### config.mk
export PLATFORM = sky130hd
export DESIGN_NAME = pipe_stage_reg_flat
export DESIGN_NICKNAME = d
export VERILOG_FILES = /design/src/rtl/pipe_stage_reg_if.sv /design/src/rtl/pipe_stage_reg.sv /design/src/flat_wrapper.sv
export SDC_FILE = /design/constraint.sdc
export NUM_CORES = 1
export LEC_CHECK = 0
export CELL_PAD_IN_SITES_DETAIL_PLACEMENT = 0
export CELL_PAD_IN_SITES_GLOBAL_PLACEMENT = 1
export CORE_UTILIZATION = 42
export CTS_CLUSTER_DIAMETER = 60
export DETAILED_ROUTE_END_ITERATION = 10
export PLACE_DENSITY_LB_ADDON = 0.1
export SYNTH_ARGS = -nofsm -noshare
export SYNTH_HDL_FRONTEND = slang
export SYNTH_SLANG_ARGS = --single-unit
### constraint.sdc
create_clock -name clk -period 5.85 [get_ports clk]
set_clock_uncertainty 0.1 [all_clocks]
set_input_delay 1.17 -clock clk [delete_from_list [all_inputs] [get_ports clk]]
set_output_delay 1.17 -clock clk [all_outputs]
set_load 0.1 [all_outputs]
### src/rtl/pipe_stage_reg_if.sv
// Valid/ready stream bundle carrying a payload and a separate control word between pipeline stages.
// The producer side uses the master modport and the consumer side uses the slave modport.
interface pipe_stage_reg_if #(
    parameter int DATA_W = 128,
    parameter int CTRL_W = 13
);
    logic              valid;
    logic              ready;
    logic [DATA_W-1:0] data;
    logic [CTRL_W-1:0] ctrl;

    modport master (output valid, output data, output ctrl, input  ready);
    modport slave  (input  valid, input  data, input  ctrl, output ready);
endinterface

### src/rtl/pipe_stage_reg.sv
// Inter-stage pipeline register with valid/ready handshake and an optional 2-entry skid buffer.
// Also supports stall, flush-to-bubble and a saturating counter of entries discarded by flush.
module pipe_stage_reg #(
    parameter int                DATA_W   = 128,
    parameter int                CTRL_W   = 13,
    parameter logic [CTRL_W-1:0] NOP_CTRL = {CTRL_W{1'b0}},
    parameter bit                SKID_EN  = 1'b1,
    parameter int                CNT_W    = 8
) (
    input  logic             clk,
    input  logic             rst_n,
    input  logic             flush_i,
    input  logic             stall_i,
    pipe_stage_reg_if.slave  up_if,
    pipe_stage_reg_if.master dn_if,
    output logic [1:0]       occupancy_o,
    output logic [CNT_W-1:0] drop_cnt_o
);

    // The state encoding is also the entry count, so occupancy is read straight from the flop.
    localparam logic [1:0] ST_EMPTY = 2'd0;
    localparam logic [1:0] ST_ONE   = 2'd1;
    localparam logic [1:0] ST_FULL  = 2'd2;

    logic [1:0]        state_q,    state_d;
    logic [DATA_W-1:0] m_data_q,   m_data_d;
    logic [CTRL_W-1:0] m_ctrl_q,   m_ctrl_d;
    logic [DATA_W-1:0] s_data_q,   s_data_d;
    logic [CTRL_W-1:0] s_ctrl_q,   s_ctrl_d;
    logic [CNT_W-1:0]  drop_cnt_q, drop_cnt_d;

    logic act_s;
    logic m_valid_s;
    logic s_valid_s;
    logic in_ready_s;
    logic out_valid_s;
    logic xfer_in_s;
    logic xfer_out_s;

    function automatic logic [CNT_W-1:0] sat_add(input logic [CNT_W-1:0] cnt,
                                                 input logic [1:0]       inc);
        logic [CNT_W:0] sum;
        sum = {1'b0, cnt} + {{(CNT_W-1){1'b0}}, inc};
        if (sum[CNT_W]) begin
            sat_add = {CNT_W{1'b1}};
        end else begin
            sat_add = sum[CNT_W-1:0];
        end
    endfunction

    assign act_s       = ~flush_i & ~stall_i;
    assign m_valid_s   = (state_q != ST_EMPTY);
    assign s_valid_s   = (state_q == ST_FULL);
    assign out_valid_s = m_valid_s & act_s;

    // With the skid entry, in_ready comes only from flops so no combinational path runs back from out_ready.
    assign in_ready_s  = SKID_EN ? (act_s & ~s_valid_s)
                                 : (act_s & (~m_valid_s | dn_if.ready));

    assign xfer_in_s   = up_if.valid & in_ready_s;
    assign xfer_out_s  = out_valid_s & dn_if.ready;

    assign up_if.ready = in_ready_s;
    assign dn_if.valid = out_valid_s;
    assign dn_if.data  = m_data_q;
    assign dn_if.ctrl  = out_valid_s ? m_ctrl_q : NOP_CTRL;
    assign occupancy_o = state_q;
    assign drop_cnt_o  = drop_cnt_q;

    // Next-state and datapath selection; flush overrides every transfer.
    always_comb begin
        state_d    = state_q;
        m_data_d   = m_data_q;
        m_ctrl_d   = m_ctrl_q;
        s_data_d   = s_data_q;
        s_ctrl_d   = s_ctrl_q;
        drop_cnt_d = drop_cnt_q;
        if (flush_i) begin
            state_d    = ST_EMPTY;
            m_data_d   = {DATA_W{1'b0}};
            m_ctrl_d   = NOP_CTRL;
            s_data_d   = {DATA_W{1'b0}};
            s_ctrl_d   = NOP_CTRL;
            drop_cnt_d = sat_add(drop_cnt_q, state_q);
        end else begin
            case (state_q)
                ST_EMPTY: begin
                    if (xfer_in_s) begin
                        state_d  = ST_ONE;
                        m_data_d = up_if.data;
                        m_ctrl_d = up_if.ctrl;
                    end else begin
                        state_d  = ST_EMPTY;
                    end
                end
                ST_ONE: begin
                    if (xfer_in_s && xfer_out_s) begin
                        state_d  = ST_ONE;
                        m_data_d = up_if.data;
                        m_ctrl_d = up_if.ctrl;
                    end else if (xfer_out_s) begin
                        state_d  = ST_EMPTY;
                    end else if (xfer_in_s) begin
                        state_d  = ST_FULL;
                        s_data_d = up_if.data;
                        s_ctrl_d = up_if.ctrl;
                    end else begin
                        state_d  = ST_ONE;
                    end
                end
                ST_FULL: begin
                    // The skid entry moves into the main slot so ordering stays FIFO.
                    if (xfer_out_s) begin
                        state_d  = ST_ONE;
                        m_data_d = s_data_q;
                        m_ctrl_d = s_ctrl_q;
                    end else begin
                        state_d  = ST_FULL;
                    end
                end
                default: begin
                    state_d = ST_EMPTY;
                end
            endcase
        end
    end

    // State, entry storage and drop counter registers.
    always_ff @(posedge clk or negedge rst_n) begin
        if (!rst_n) begin
            state_q    <= ST_EMPTY;
            m_data_q   <= {DATA_W{1'b0}};
            m_ctrl_q   <= NOP_CTRL;
            s_data_q   <= {DATA_W{1'b0}};
            s_ctrl_q   <= NOP_CTRL;
            drop_cnt_q <= {CNT_W{1'b0}};
        end else begin
            state_q    <= state_d;
            m_data_q   <= m_data_d;
            m_ctrl_q   <= m_ctrl_d;
            s_data_q   <= s_data_d;
            s_ctrl_q   <= s_ctrl_d;
            drop_cnt_q <= drop_cnt_d;
        end
    end

endmodule

### src/flat_wrapper.sv
// flat-port wrapper written by rule: the top's interface ports become plain ports
module pipe_stage_reg_flat 
#(
    parameter int                DATA_W   = 128,
    parameter int                CTRL_W   = 13,
    parameter logic [CTRL_W-1:0] NOP_CTRL = {CTRL_W{1'b0}},
    parameter bit                SKID_EN  = 1'b1,
    parameter int                CNT_W    = 8
)
  (clk, rst_n, flush_i, stall_i, occupancy_o, drop_cnt_o, up_if_valid, up_if_data, up_if_ctrl, up_if_ready, dn_if_valid, dn_if_data, dn_if_ctrl, dn_if_ready);
  pipe_stage_reg_if #(.DATA_W(DATA_W), .CTRL_W(CTRL_W)) up_if_i ();
  pipe_stage_reg_if #(.DATA_W(DATA_W), .CTRL_W(CTRL_W)) dn_if_i ();
  input  logic clk;
  input  logic rst_n;
  input  logic flush_i;
  input  logic stall_i;
  output logic [1:0] occupancy_o;
  output logic [CNT_W-1:0] drop_cnt_o;
  input wire logic [$bits(up_if_i.valid)-1:0] up_if_valid;
  input wire logic [$bits(up_if_i.data)-1:0] up_if_data;
  input wire logic [$bits(up_if_i.ctrl)-1:0] up_if_ctrl;
  output wire logic [$bits(up_if_i.ready)-1:0] up_if_ready;
  output wire logic [$bits(dn_if_i.valid)-1:0] dn_if_valid;
  output wire logic [$bits(dn_if_i.data)-1:0] dn_if_data;
  output wire logic [$bits(dn_if_i.ctrl)-1:0] dn_if_ctrl;
  input wire logic [$bits(dn_if_i.ready)-1:0] dn_if_ready;
  assign up_if_i.valid = up_if_valid;
  assign up_if_i.data = up_if_data;
  assign up_if_i.ctrl = up_if_ctrl;
  assign up_if_ready = up_if_i.ready;
  assign dn_if_valid = dn_if_i.valid;
  assign dn_if_data = dn_if_i.data;
  assign dn_if_ctrl = dn_if_i.ctrl;
  assign dn_if_i.ready = dn_if_ready;
  pipe_stage_reg #(.DATA_W(DATA_W), .CTRL_W(CTRL_W), .NOP_CTRL(NOP_CTRL), .SKID_EN(SKID_EN), .CNT_W(CNT_W)) u_core (.clk(clk), .rst_n(rst_n), .flush_i(flush_i), .stall_i(stall_i), .up_if(up_if_i), .dn_if(dn_if_i), .occupancy_o(occupancy_o), .drop_cnt_o(drop_cnt_o));
endmodule
==> results of run 1 <==
## per-layer routing
metal,up-vias,routed length (um)
met3,52,2475
met5,-,13
met2,266,16530
li1,5158,-
met4,2,760
met1,5165,17360
## cell families (layout without fill, tap and decap cells)
logic type,count (synthesis),in the layout
AOI/OAI and AO/OA,434,434
xor gates and xnor gates,1,1
adders and majority gates,9,9
buffers and inverters,136,383
DFF,292,292
muxes,146,146
other,0,5
and+or+nand+nor,328,328
## power by group
group          leakage, nW  switching, W  internal (W)
sequential            3.88     0.0000932       0.00217
combinational         2.69      0.000868      0.000353
clock                0.599      0.000845       0.00141
## area by class of cell
class | count | area, sq um | share of cell area
sequential | 292 | 7307 | 0.4039
multi-input combinational | 918 | 5837 | 0.3227
timing repair buffer | 315 | 3162 | 0.1748
clock buffer | 48 | 1037 | 0.05734
tap | 435 | 544.3 | 0.03009
clock inverter | 12 | 160.2 | 0.008853
inverter | 8 | 30.03 | 0.001660
antenna | 5 | 12.51 | 0.0006917
## state kept, by name, indices dropped and copies added, names as in the netlist
register / count
u_core.s_ctrl_q: 13
u_core.drop_cnt_o: 8
u_core.s_data_q: 128
u_core.m_ctrl_q: 13
u_core.dn_if.data: 128
u_core.occupancy_o: 2
## final timing paths
| path | from | end | slack, ps | cells past startpoint |
|---|---|---|---|---|
| worst max-delay path | stall_i | up_if_ready | 1580 | 3 |
| worst max register to register | u_core.occupancy_o[0]$_DFF_PN0_ | u_core.dn_if.data[127]$_DFFE_PN0P_ | 1970 | 7 |
| worst min-delay path | u_core.s_data_q[86]$_DFFE_PN0P_ | u_core.s_data_q[86]$_DFFE_PN0P_ | 380 | 2 |
| max in group asynchronous | rst_n | u_core.dn_if.data[97]$_DFFE_PN0P_ | 3850 | 2 |
| min in group asynchronous | rst_n | u_core.dn_if.data[101]$_DFFE_PN0P_ | 550 | 1 |
| worst min register to register | u_core.s_data_q[86]$_DFFE_PN0P_ | u_core.s_data_q[86]$_DFFE_PN0P_ | 380 | 2 |
## through the flow
stage,hold WS [ps],utilization,cells
final,375.6,0.5674,2033
after CTS,382.3,0.5670,2028
after floorplan,349.6,-,1346
after global routing,395.0,0.5673,2032
after global placement,360.8,0.5295,1968
after detailed placement,369.9,0.5295,1968
## cells in the mapped netlist
master | count | area share
sky130_fd_sc_hd__dfrtp_1 | 292 | 0.53
sky130_fd_sc_hd__nand2_1 | 152 | 0.042
sky130_fd_sc_hd__a21oi_1 | 145 | 0.053
sky130_fd_sc_hd__a211oi_1 | 143 | 0.078
sky130_fd_sc_hd__o21ai_0 | 143 | 0.052
sky130_fd_sc_hd__mux2i_1 | 142 | 0.10
sky130_fd_sc_hd__nand2b_1 | 142 | 0.065
sky130_fd_sc_hd__clkbuf_1 | 80 | 0.022
sky130_fd_sc_hd__buf_2 | 24 | 0.0088
sky130_fd_sc_hd__buf_4 | 19 | 0.010
sky130_fd_sc_hd__and2_1 | 14 | 0.0064
sky130_fd_sc_hd__ha_1 | 8 | 0.0073
sky130_fd_sc_hd__inv_1 | 8 | 0.0022
sky130_fd_sc_hd__nor2_1 | 5 | 0.0014
sky130_fd_sc_hd__buf_1 | 4 | 0.0011
sky130_fd_sc_hd__mux2_2 | 4 | 0.0033
sky130_fd_sc_hd__nand3_1 | 4 | 0.0015
sky130_fd_sc_hd__nor2b_1 | 3 | 0.0014
sky130_fd_sc_hd__nor3_1 | 3 | 0.0011
sky130_fd_sc_hd__and3_1 | 2 | 0.00091
sky130_fd_sc_hd__a21oi_4 | 1 | 0.0012
sky130_fd_sc_hd__a31oi_1 | 1 | 0.00046
sky130_fd_sc_hd__a41oi_1 | 1 | 0.00064
sky130_fd_sc_hd__buf_6 | 1 | 0.00082
sky130_fd_sc_hd__fa_1 | 1 | 0.0015
sky130_fd_sc_hd__nand3b_1 | 1 | 0.00055
sky130_fd_sc_hd__nor4b_1 | 1 | 0.00064
sky130_fd_sc_hd__or4b_1 | 1 | 0.00073
sky130_fd_sc_hd__xnor2_1 | 1 | 0.00064
## tightest hold or removal path: cells and delay by family, from the launching register on
kind,cells,cell delay (ps)
AO/OA/AOI/OAI,1,60
flip-flops,1,340
AND/OR/NAND/NOR,1,50
==> run summary, run 1 <==
Setup repair bufs after CTS - 0
Buffer type at the clock tree root - sky130_fd_sc_hd__clkbuf_16
TritonCTS clock tree - done
Synth Area in Compound Gates - 0.1855
Power density over cell area - 317.6 nW/um^2
HPWL after detailed placement - 21,860 um
Post-synth net total - 1,502
Synth Instances - 1,346
Share of synthesized area occupied by flip-flops and latches - 0.5324
Number of nets in the layout - 1,727
Yosys cell types - 29
Crit path capture type - output pin
Number of filler instances in the final layout - 2,818
Crit path top cell by count - sky130_fd_sc_hd__clkdlybuf4s50_1
Per-cell via count in the routed design - 5.235
GR Util All Layers - 0.2202
First-pass GRT wire length - 58,720 um
Via count of the first global-routing pass - 10,330
GR Util met2 - 0.3278
Commonest non-fill, non-tap cells in the layout - sky130_fd_sc_hd__dfrtp_1 (292), sky130_fd_sc_hd__clkdlybuf4s50_1 (283), sky130_fd_sc_hd__nand2_1 (152)
Number of clock sinks - 292
Most congested layer reported by global routing - met2
Number of gates resized after cts - 0
Final routed wire length divided by cell count - 18.27 um
Synthesized area divided by synthesized cell count - 10.20 sq um
GRT overflow - 0
Antenna-violating nets left - 0
Routing usage on met1 - 0.3144
Final critical-path setup slack - 1580 ps
Fraction of the mapped netlist area in adder cells - 0.008751
Number of buffers added by the clock tree synthesis step - 36
Peak supply drop - 205.1 uV
Final Power - 0.005745 W
Number of synthesized register bits - 292
Number of input and output port buffers inserted - 299
Top-level I/O count - 300
CTS Hold Buffers Added - 0
Period utilisation layout - 0.7300
Gate family responsible for the most delay along the worst path - buffers and inverters
Dominant combinational cell family by area after synthesis - compound AO/OA/AOI/OAI gates
Worst setup slack before clock tree synthesis - 1298 ps
Global Route met3 Usage - 0.05838
Number of buffer and inverter instances along the worst setup path - 2
Floorplan row count - 65
Full die area - 33,410 sq um
Fraction of final layout cells with drive strength greater than 1 - 0.06026
Final setup TNS - 0 ps
Detailed Route WL - 37,140 um
Final Wtd Congestion - 0.7558
Required time worst endpoint - 4580 ps
Most common cell after layout, fill and taps aside - sky130_fd_sc_hd__dfrtp_1
Relative slew slack - 0.2729
Final Critical Period - 4270 ps
Signed area change from the synthesized netlist to the final layout - 31.80%
Min-delay worst type - register to register
Pin count of the biggest net entering global routing - 177
CTS HTree Levels - 2
Via total after detailed routing - 10,640
Count of warnings emitted by yosys - 0
Top achievable clock speed - 0.2342 GHz
Crit Path Class - primary input to output pin
Clock transition at the registers of the reported paths - 60 ps
Drt pass-1 iters - 5
Width of the chip - 182.8 um
Total core area - 31,880 sq um
Transition at the pin with the smallest max-transition slack - 1087 ps
DRC violation total after the first TritonRoute iteration - 568
Final Cell Area - 18,090 sq um
Instance area after placement - 16,880 sq um
Count of final setup violators - 0
Clock latency on the worst-skew pair - 500 ps
Biggest cell delay along the critical path - 1170 ps
Cell Area, Synth - 13,730 sq um
Fin. max-slew vios - 0
Fraction of the mapped netlist area in simple logic gates - 0.1208
Vertical die dimension - 182.8 um
Crit-path slowest cell - sky130_fd_sc_hd__clkdlybuf4s50_1
Outcome - finished, final reports clean
Max FO, Critical Path - 5
Total leakage power - 7.171 nW
Initial antenna violation count - 5
Number of endpoints with negative hold slack in the final report - 0
Critical path cell sequence - clkdlybuf4s50_1, nor3_1, clkdlybuf4s50_1
Maxcap violations - 0
Drc violations - 0
Startpoint Class - primary input
Fraction of synthesized cell area in xor and xnor cells - 0.0006381
Share of synthesized area spent on multiplexers - 0.1068
Arrival time worst endpoint - 3000 ps
Setup repair after global routing missed its margin - false
Initial core utilization - 0.4305
Maximum root-to-sink buffer count - 3
Note: power is estimated with default switching activity, not from simulation.
==> run 2, diff against run 1 <==
--- a/config.mk
+++ b/config.mk
@@ -7,7 +7,7 @@
 export LEC_CHECK = 0
 export CELL_PAD_IN_SITES_DETAIL_PLACEMENT = 0
 export CELL_PAD_IN_SITES_GLOBAL_PLACEMENT = 1
-export CORE_UTILIZATION = 42
+export CORE_UTILIZATION = 35
 export CTS_CLUSTER_DIAMETER = 60
 export DETAILED_ROUTE_END_ITERATION = 10
 export PLACE_DENSITY_LB_ADDON = 0.1
==> constraint.sdc (replaced) <==
create_clock -name clk -period 3.8 [get_ports clk]
set_clock_uncertainty 0.1 [all_clocks]
set_input_delay 0.76 -clock clk [delete_from_list [all_inputs] [get_ports clk]]
set_output_delay 0.76 -clock clk [all_outputs]
set_load 0.1 [all_outputs]
==> run 2 against run 1 <==
Combinational power grew 57%. Sequential power grew 54%. Clock-buffer cell count grew 8. Worst setup slack lost 800 ps. Utilization shrank 8.1 points. First-iteration DRC count shrank 34%. Via count grew 0.22%. Cell count grew 5.5%. Global-route usage shrank 2.1 points. Largest cell class unchanged.
==> run summary, run 2 (synthesis gave the netlist of run 1 again) <==
Outcome - finished, final reports clean
Critical path cell sequence - inv_1, ha_1, or4b_1, inv_1, ha_1, nor2b_1, a21oi_4, buf_12, buf_4, a21oi_1, a211oi_1
CTS Hold Buffers Added - 0
Proportion of power drawn by flip-flops and latches - 0.382
Power share of the combinational group - 0.209
Most common cell after layout, fill and taps aside - sky130_fd_sc_hd__dfrtp_1
Count of final setup violators - 0
Reg-to-Reg Start - u_core.occupancy_o[1]$_DFF_PN0_
GRT overflow - 0
Via total after detailed routing - 10,670
Gate family responsible for the most delay along the worst path - buffers and inverters
Transition at the pin with the smallest max-transition slack - 1154 ps
GR Util All Layers - 0.1989
Setup repair after global routing missed its margin - false
Required time worst endpoint - 4090 ps
Total leakage power - 7.449 nW
Worst-case reg-to-reg path depth - 11
Number of clock sinks - 292
Number of input and output port buffers inserted - 299
Min-delay worst type - primary input to async pin
Clock transition at the registers of the reported paths - 60 ps
First-pass GRT wire length - 62,050 um
Number of buffer and inverter instances along the worst setup path - 4
Vertical die dimension - 200.0 um
Drc violations - 0
Commonest non-fill, non-tap cells in the layout - sky130_fd_sc_hd__dfrtp_1 (292), sky130_fd_sc_hd__clkdlybuf4s50_1 (272), sky130_fd_sc_hd__nand2_1 (152)
Total core area - 38,650 sq um
Multi-input gate area - 5853 sq um
TritonCTS clock tree - done
Via count of the first global-routing pass - 10,710
Crit Path Class - register to register
Relative slew slack - 0.2306
Final Cell Area - 18,780 sq um
Final Power - 0.009160 W
Min Hold Slack - 133.9 ps
Number of nets in the layout - 1,752
Maximum root-to-sink buffer count - 3
Antenna-violating nets left - 0
Per-cell via count in the routed design - 4.975
Total inserted antenna cells - 0
Width of the chip - 200.0 um
Detailed Route WL - 39,830 um
Number of endpoints with negative hold slack in the final report - 0
Signed area change from the synthesized netlist to the final layout - 36.86%
Number of buffers added by the clock tree synthesis step - 38
Crit-path slowest cell - sky130_fd_sc_hd__or4b_1
Net switching power of the design - 0.002878 W
DRC violation total after the first TritonRoute iteration - 375
Arrival time worst endpoint - 3310 ps
Initial core utilization - 0.3552
Clock latency on the worst-skew pair - 510 ps
Number of gates resized after cts - 0
Final routed wire length divided by cell count - 18.58 um
Buffer type at the clock tree root - sky130_fd_sc_hd__clkbuf_16
Maxcap violations - 0
CTS HTree Levels - 2
Fin. max-slew vios - 0
Top achievable clock speed - 0.3307 GHz
Pint - 0.006282 W
Crit path capture type - register
Pin count of the biggest net entering global routing - 111
Initial antenna violation count - 1
Biggest cell delay along the critical path - 510 ps
Proportion of power drawn by the clock network - 0.409
Peak supply drop - 256.6 uV
Final Critical Period - 3024 ps
Top-level I/O count - 300
HPWL after detailed placement - 24,440 um
Final Wtd Congestion - 0.7281
Power density over cell area - 487.6 nW/um^2
Setup slack, reg-to-reg - 780 ps
Fraction of final layout cells with drive strength greater than 1 - 0.08918
Instance area after placement - 17,460 sq um
Period utilisation layout - 0.7957
Drt pass-1 iters - 4
Max FO, Critical Path - 27
Switching Share - 0.3142
Floorplan row count - 72
Number of filler instances in the final layout - 3,572
Full die area - 40,010 sq um
Capture instance of the worst register-to-register path - u_core.m_ctrl_q[12]$_DFFE_PN0P_
Startpoint Class - register
FF+latch area - 7307 sq um
Setup repair bufs after CTS - 0
## run 2: changes by cell type in the layout (fill, tap and decap cells not counted), moves of 2 or more
cell                              change
sky130_fd_sc_hd__clkbuf_1             +5
sky130_fd_sc_hd__inv_6                +2
sky130_fd_sc_hd__and2_2               +9
sky130_fd_sc_hd__buf_4                +9
sky130_fd_sc_hd__diode_2              -5
sky130_fd_sc_hd__clkdlybuf4s50_1     -11
sky130_fd_sc_hd__buf_12              +25
sky130_fd_sc_hd__clkbuf_16            +4
sky130_fd_sc_hd__clkinv_2             -2
sky130_fd_sc_hd__and2_1               -9
## run 2: power by group through the flow
stage / clock, W / sequential, W / combinational, W
2_1_floorplan: 0 / 0.00428 / 0.000511
3_3_place_gp: 0 / 0.00355 / 0.00193
3_5_place_dp: 0 / 0.00355 / 0.00194
4_1_cts: 0.00385 / 0.00350 / 0.00194
5_1_grt: 0.00398 / 0.00352 / 0.00205
6_report: 0.00375 / 0.00350 / 0.00192
## run 2: area by class of cell
cell class	count	area share
timing repair buffer	338	0.1927
tap	518	0.03450
inverter	8	0.001599
clock inverter	14	0.009791
sequential	292	0.3890
multi-input combinational	918	0.3116
clock buffer	56	0.06081
## run 2: worst reg2reg max path: stages (launching register included)
cell	delay [ps]
sky130_fd_sc_hd__dfrtp_1	450
sky130_fd_sc_hd__inv_1	140
sky130_fd_sc_hd__ha_1	270
sky130_fd_sc_hd__or4b_1	510
sky130_fd_sc_hd__inv_1	100
sky130_fd_sc_hd__ha_1	140
sky130_fd_sc_hd__nor2b_1	90
sky130_fd_sc_hd__a21oi_4	170
sky130_fd_sc_hd__buf_12	220
sky130_fd_sc_hd__buf_4	330
sky130_fd_sc_hd__a21oi_1	120
sky130_fd_sc_hd__a211oi_1	290
## run 2: per-stage QoR
| step | cells | setup TNS, ps | utilization | setup slack (ps) |
|---|---|---|---|---|
| floorplan | 1346 | -81.46 | - | -81.46 |
| global placement | 2074 | 0 | 0.4517 | 371.0 |
| detailed placement | 2074 | 0 | 0.4517 | 338.4 |
| CTS | 2144 | 0 | 0.4860 | 727.1 |
| global route | 2144 | 0 | 0.4860 | 511.0 |
| finish | 2144 | 0 | 0.4860 | 776.4 |
## run 2: worst max path at each step
| stage | startpoint | end | cells after the start |
|---|---|---|---|
| after CTS | u_core.occupancy_o[1]$_DFF_PN0_ | dn_if_ctrl[2] | 6 |
| after global placement | stall_i | u_core.dn_if.data[106]$_DFFE_PN0P_ | 10 |
| after global routing | u_core.occupancy_o[1]$_DFF_PN0_ | u_core.m_ctrl_q[12]$_DFFE_PN0P_ | 11 |
| after floorplan | u_core.occupancy_o[0]$_DFF_PN0_ | up_if_ready | 5 |
| final | u_core.occupancy_o[1]$_DFF_PN0_ | u_core.m_ctrl_q[12]$_DFFE_PN0P_ | 11 |
| after detailed placement | stall_i | u_core.dn_if.data[115]$_DFFE_PN0P_ | 10 |
## run 2: layer usage
| layer | global-route usage | routed length, um |
|---|---|---|
| met1 | 0.2742 | 18340 |
| met2 | 0.3158 | 18400 |
| met3 | 0.04956 | 2451 |
| met4 | 0.04213 | 631 |
| met5 | 0 | 13 |
==> run 3, diff against run 2 <==
==> constraint.sdc (replaced) <==
create_clock -name clk -period 2.73 [get_ports clk]
set_clock_uncertainty 0.1 [all_clocks]
set_input_delay 0.546 -clock clk [delete_from_list [all_inputs] [get_ports clk]]
set_output_delay 0.546 -clock clk [all_outputs]
set_load 0.1 [all_outputs]
==> run 3 against run 2 <==
Worst setup slack lost 720 ps. Critical path depth decreased by 5. Wire length grew 2.2%. Largest cell class unchanged. Largest power group is now registers.
==> run summary, run 3 (synthesis gave the netlist of run 1 again) <==
Met2 wirelength from detailed routing - 18,950 um
Maxcap violations - 0
Number of endpoints with negative hold slack in the final report - 0
Power density over cell area - 652.5 nW/um^2
Detailed Route WL - 40,710 um
Startpoint Class - register
CTS HTree Levels - 2
Required time worst endpoint - 2080 ps
Per-cell via count in the routed design - 4.956
Width of the chip - 200.0 um
Length of routed met3 wiring - 2179 um
Crit Path Class - register to output pin
Number of clock sinks - 292
Signed area change from the synthesized netlist to the final layout - 38.43%
Number of buffers added by the clock tree synthesis step - 36
Transition at the pin with the smallest max-transition slack - 1056 ps
Relative slew slack - 0.2958
Setup slack, reg-to-reg - 160 ps
Min-delay worst type - primary input to register
Total core area - 38,650 sq um
Final Wtd Congestion - 0.7568
Arrival time worst endpoint - 2020 ps
Final Power - 0.01240 W
Full die area - 40,010 sq um
First-pass GRT wire length - 63,530 um
Initial antenna violation count - 1
Max FO, Critical Path - 7
Via total after detailed routing - 10,800
Setup repair after global routing missed its margin - true
Number of filler instances in the final layout - 3,610
Period utilisation layout - 0.9777
Total leakage power - 7.935 nW
HPWL after detailed placement - 25,940 um
Buffer type at the clock tree root - sky130_fd_sc_hd__clkbuf_16
Number of nets in the layout - 1,791
DRC violation total after the first TritonRoute iteration - 451
Multi-input gate area - 5934 sq um
Outcome - finished, final reports clean
Floorplan row count - 72
Maximum root-to-sink buffer count - 3
Total inserted antenna cells - 0
Top achievable clock speed - 0.3747 GHz
Number of input and output port buffers inserted - 299
Fin. max-slew vios - 0
Initial core utilization - 0.3552
Met1 Wirelength - 18,930 um
Count of final setup violators - 0
Vertical die dimension - 200.0 um
Clock latency on the worst-skew pair - 530 ps
TritonCTS clock tree - done
Clock transition at the registers of the reported paths - 60 ps
Commonest non-fill, non-tap cells in the layout - sky130_fd_sc_hd__dfrtp_1 (290), sky130_fd_sc_hd__buf_4 (179), sky130_fd_sc_hd__nand2_1 (152)
Final Critical Period - 2669 ps
Min Hold Slack - 134.2 ps
Drt pass-1 iters - 6
Drc violations - 0
Pin count of the biggest net entering global routing - 104
Fraction of final layout cells with drive strength greater than 1 - 0.1952
Antenna-violating nets left - 0
Share of the core filled with cells - 0.4916
Via count of the first global-routing pass - 10,710
Top-level I/O count - 300
FF+latch area - 7315 sq um
Final routed wire length divided by cell count - 18.69 um
Most common cell after layout, fill and taps aside - sky130_fd_sc_hd__dfrtp_1
Crit path capture type - output pin
Top Layer Used - met5
GRT overflow - 0
Peak supply drop - 365.6 uV
GR Util All Layers - 0.2057
-- run 3: cell count changes in the layout (fill, tap and decap cells not counted), sizes merged --
cell | previous run | this run
bufbuf | 0 | 2
clkinvlp | 1 | 2
clkdlybuf4s50 | 272 | 144
clkbuf | 57 | 52
inv | 10 | 8
buf | 65 | 231
bufinv | 4 | 3
dlygate4sd3 | 0 | 1
-- run 3: routing by layer --
layer	vias up	global-route usage
met5	-	0
met4	2	0.05570
met3	45	0.04385
met2	219	0.3234
met1	5217	0.2863
li1	5312	-
-- run 3: cell type report --
| type | count | share of cell area |
|---|---|---|
| multi-input cells | 918 | 0.3123 |
| inverters | 8 | 0.001712 |
| flip-flops and latches | 292 | 0.3850 |
| clock inverters | 12 | 0.007375 |
| well taps | 518 | 0.03411 |
| clock buffers | 51 | 0.05518 |
| repair buffers | 379 | 0.2043 |
-- run 3: repair_timing --
item	4_1_cts	5_1_grt
setup endpoints to repair	15	12
pin swaps	5	0
resized for setup	21	8
buffers inserted	3	0
gates cloned	3	0
hold endpoints to repair	51	0
hold buffers	1	0
-- run 3: where the power goes --
group          internal [W]  switching [W]  total [W]  leakage (nW)
combinational      0.000824        0.00190    0.00272          3.47
clock               0.00295        0.00186    0.00481         0.585
sequential          0.00466       0.000208    0.00487          3.88
total               0.00843        0.00396     0.0124          7.93
-- run 3: worst max-delay path, stage by stage, from the launching register on --
cell and delay [ps]:
sky130_fd_sc_hd__dfrtp_4 430, sky130_fd_sc_hd__inv_4 50, sky130_fd_sc_hd__ha_4 180, sky130_fd_sc_hd__nor3_4 300, sky130_fd_sc_hd__buf_6 190, sky130_fd_sc_hd__and2_4 170
sky130_fd_sc_hd__buf_12 170
-- run 3: final timing paths --
kind / startpoint / to / cells past startpoint
max in group asynchronous: rst_n / u_core.dn_if.data[98]$_DFFE_PN0P_ / 3
setup reg to reg: u_core.occupancy_o[1]$_DFF_PN0_ / u_core.dn_if.data[113]$_DFFE_PN0P_ / 11
hold / removal: flush_i / u_core.occupancy_o[0]$_DFF_PN0_ / 2
hold reg to reg: u_core.s_data_q[29]$_DFFE_PN0P_ / u_core.s_data_q[29]$_DFFE_PN0P_ / 2
setup / recovery: u_core.occupancy_o[1]$_DFF_PN0_ / dn_if_ctrl[8] / 6
min in group asynchronous: rst_n / u_core.dn_if.data[103]$_DFFE_PN0P_ / 2
-- run 3: stage by stage --
| step | TNS (ps) | setup WS (ps) | cells | instance area, sq um |
|---|---|---|---|---|
| 2_1_floorplan | -1320 | -16.51 | 1346 | 13860 |
| 3_3_place_gp | -55550 | -237.5 | 2109 | 17620 |
| 3_5_place_dp | -58820 | -291.0 | 2109 | 17620 |
| 4_1_cts | 0 | 23.86 | 2178 | 18960 |
| 5_1_grt | -4.016 | -4.016 | 2178 | 19000 |
| 6_report | 0 | 60.87 | 2178 | 19000 |
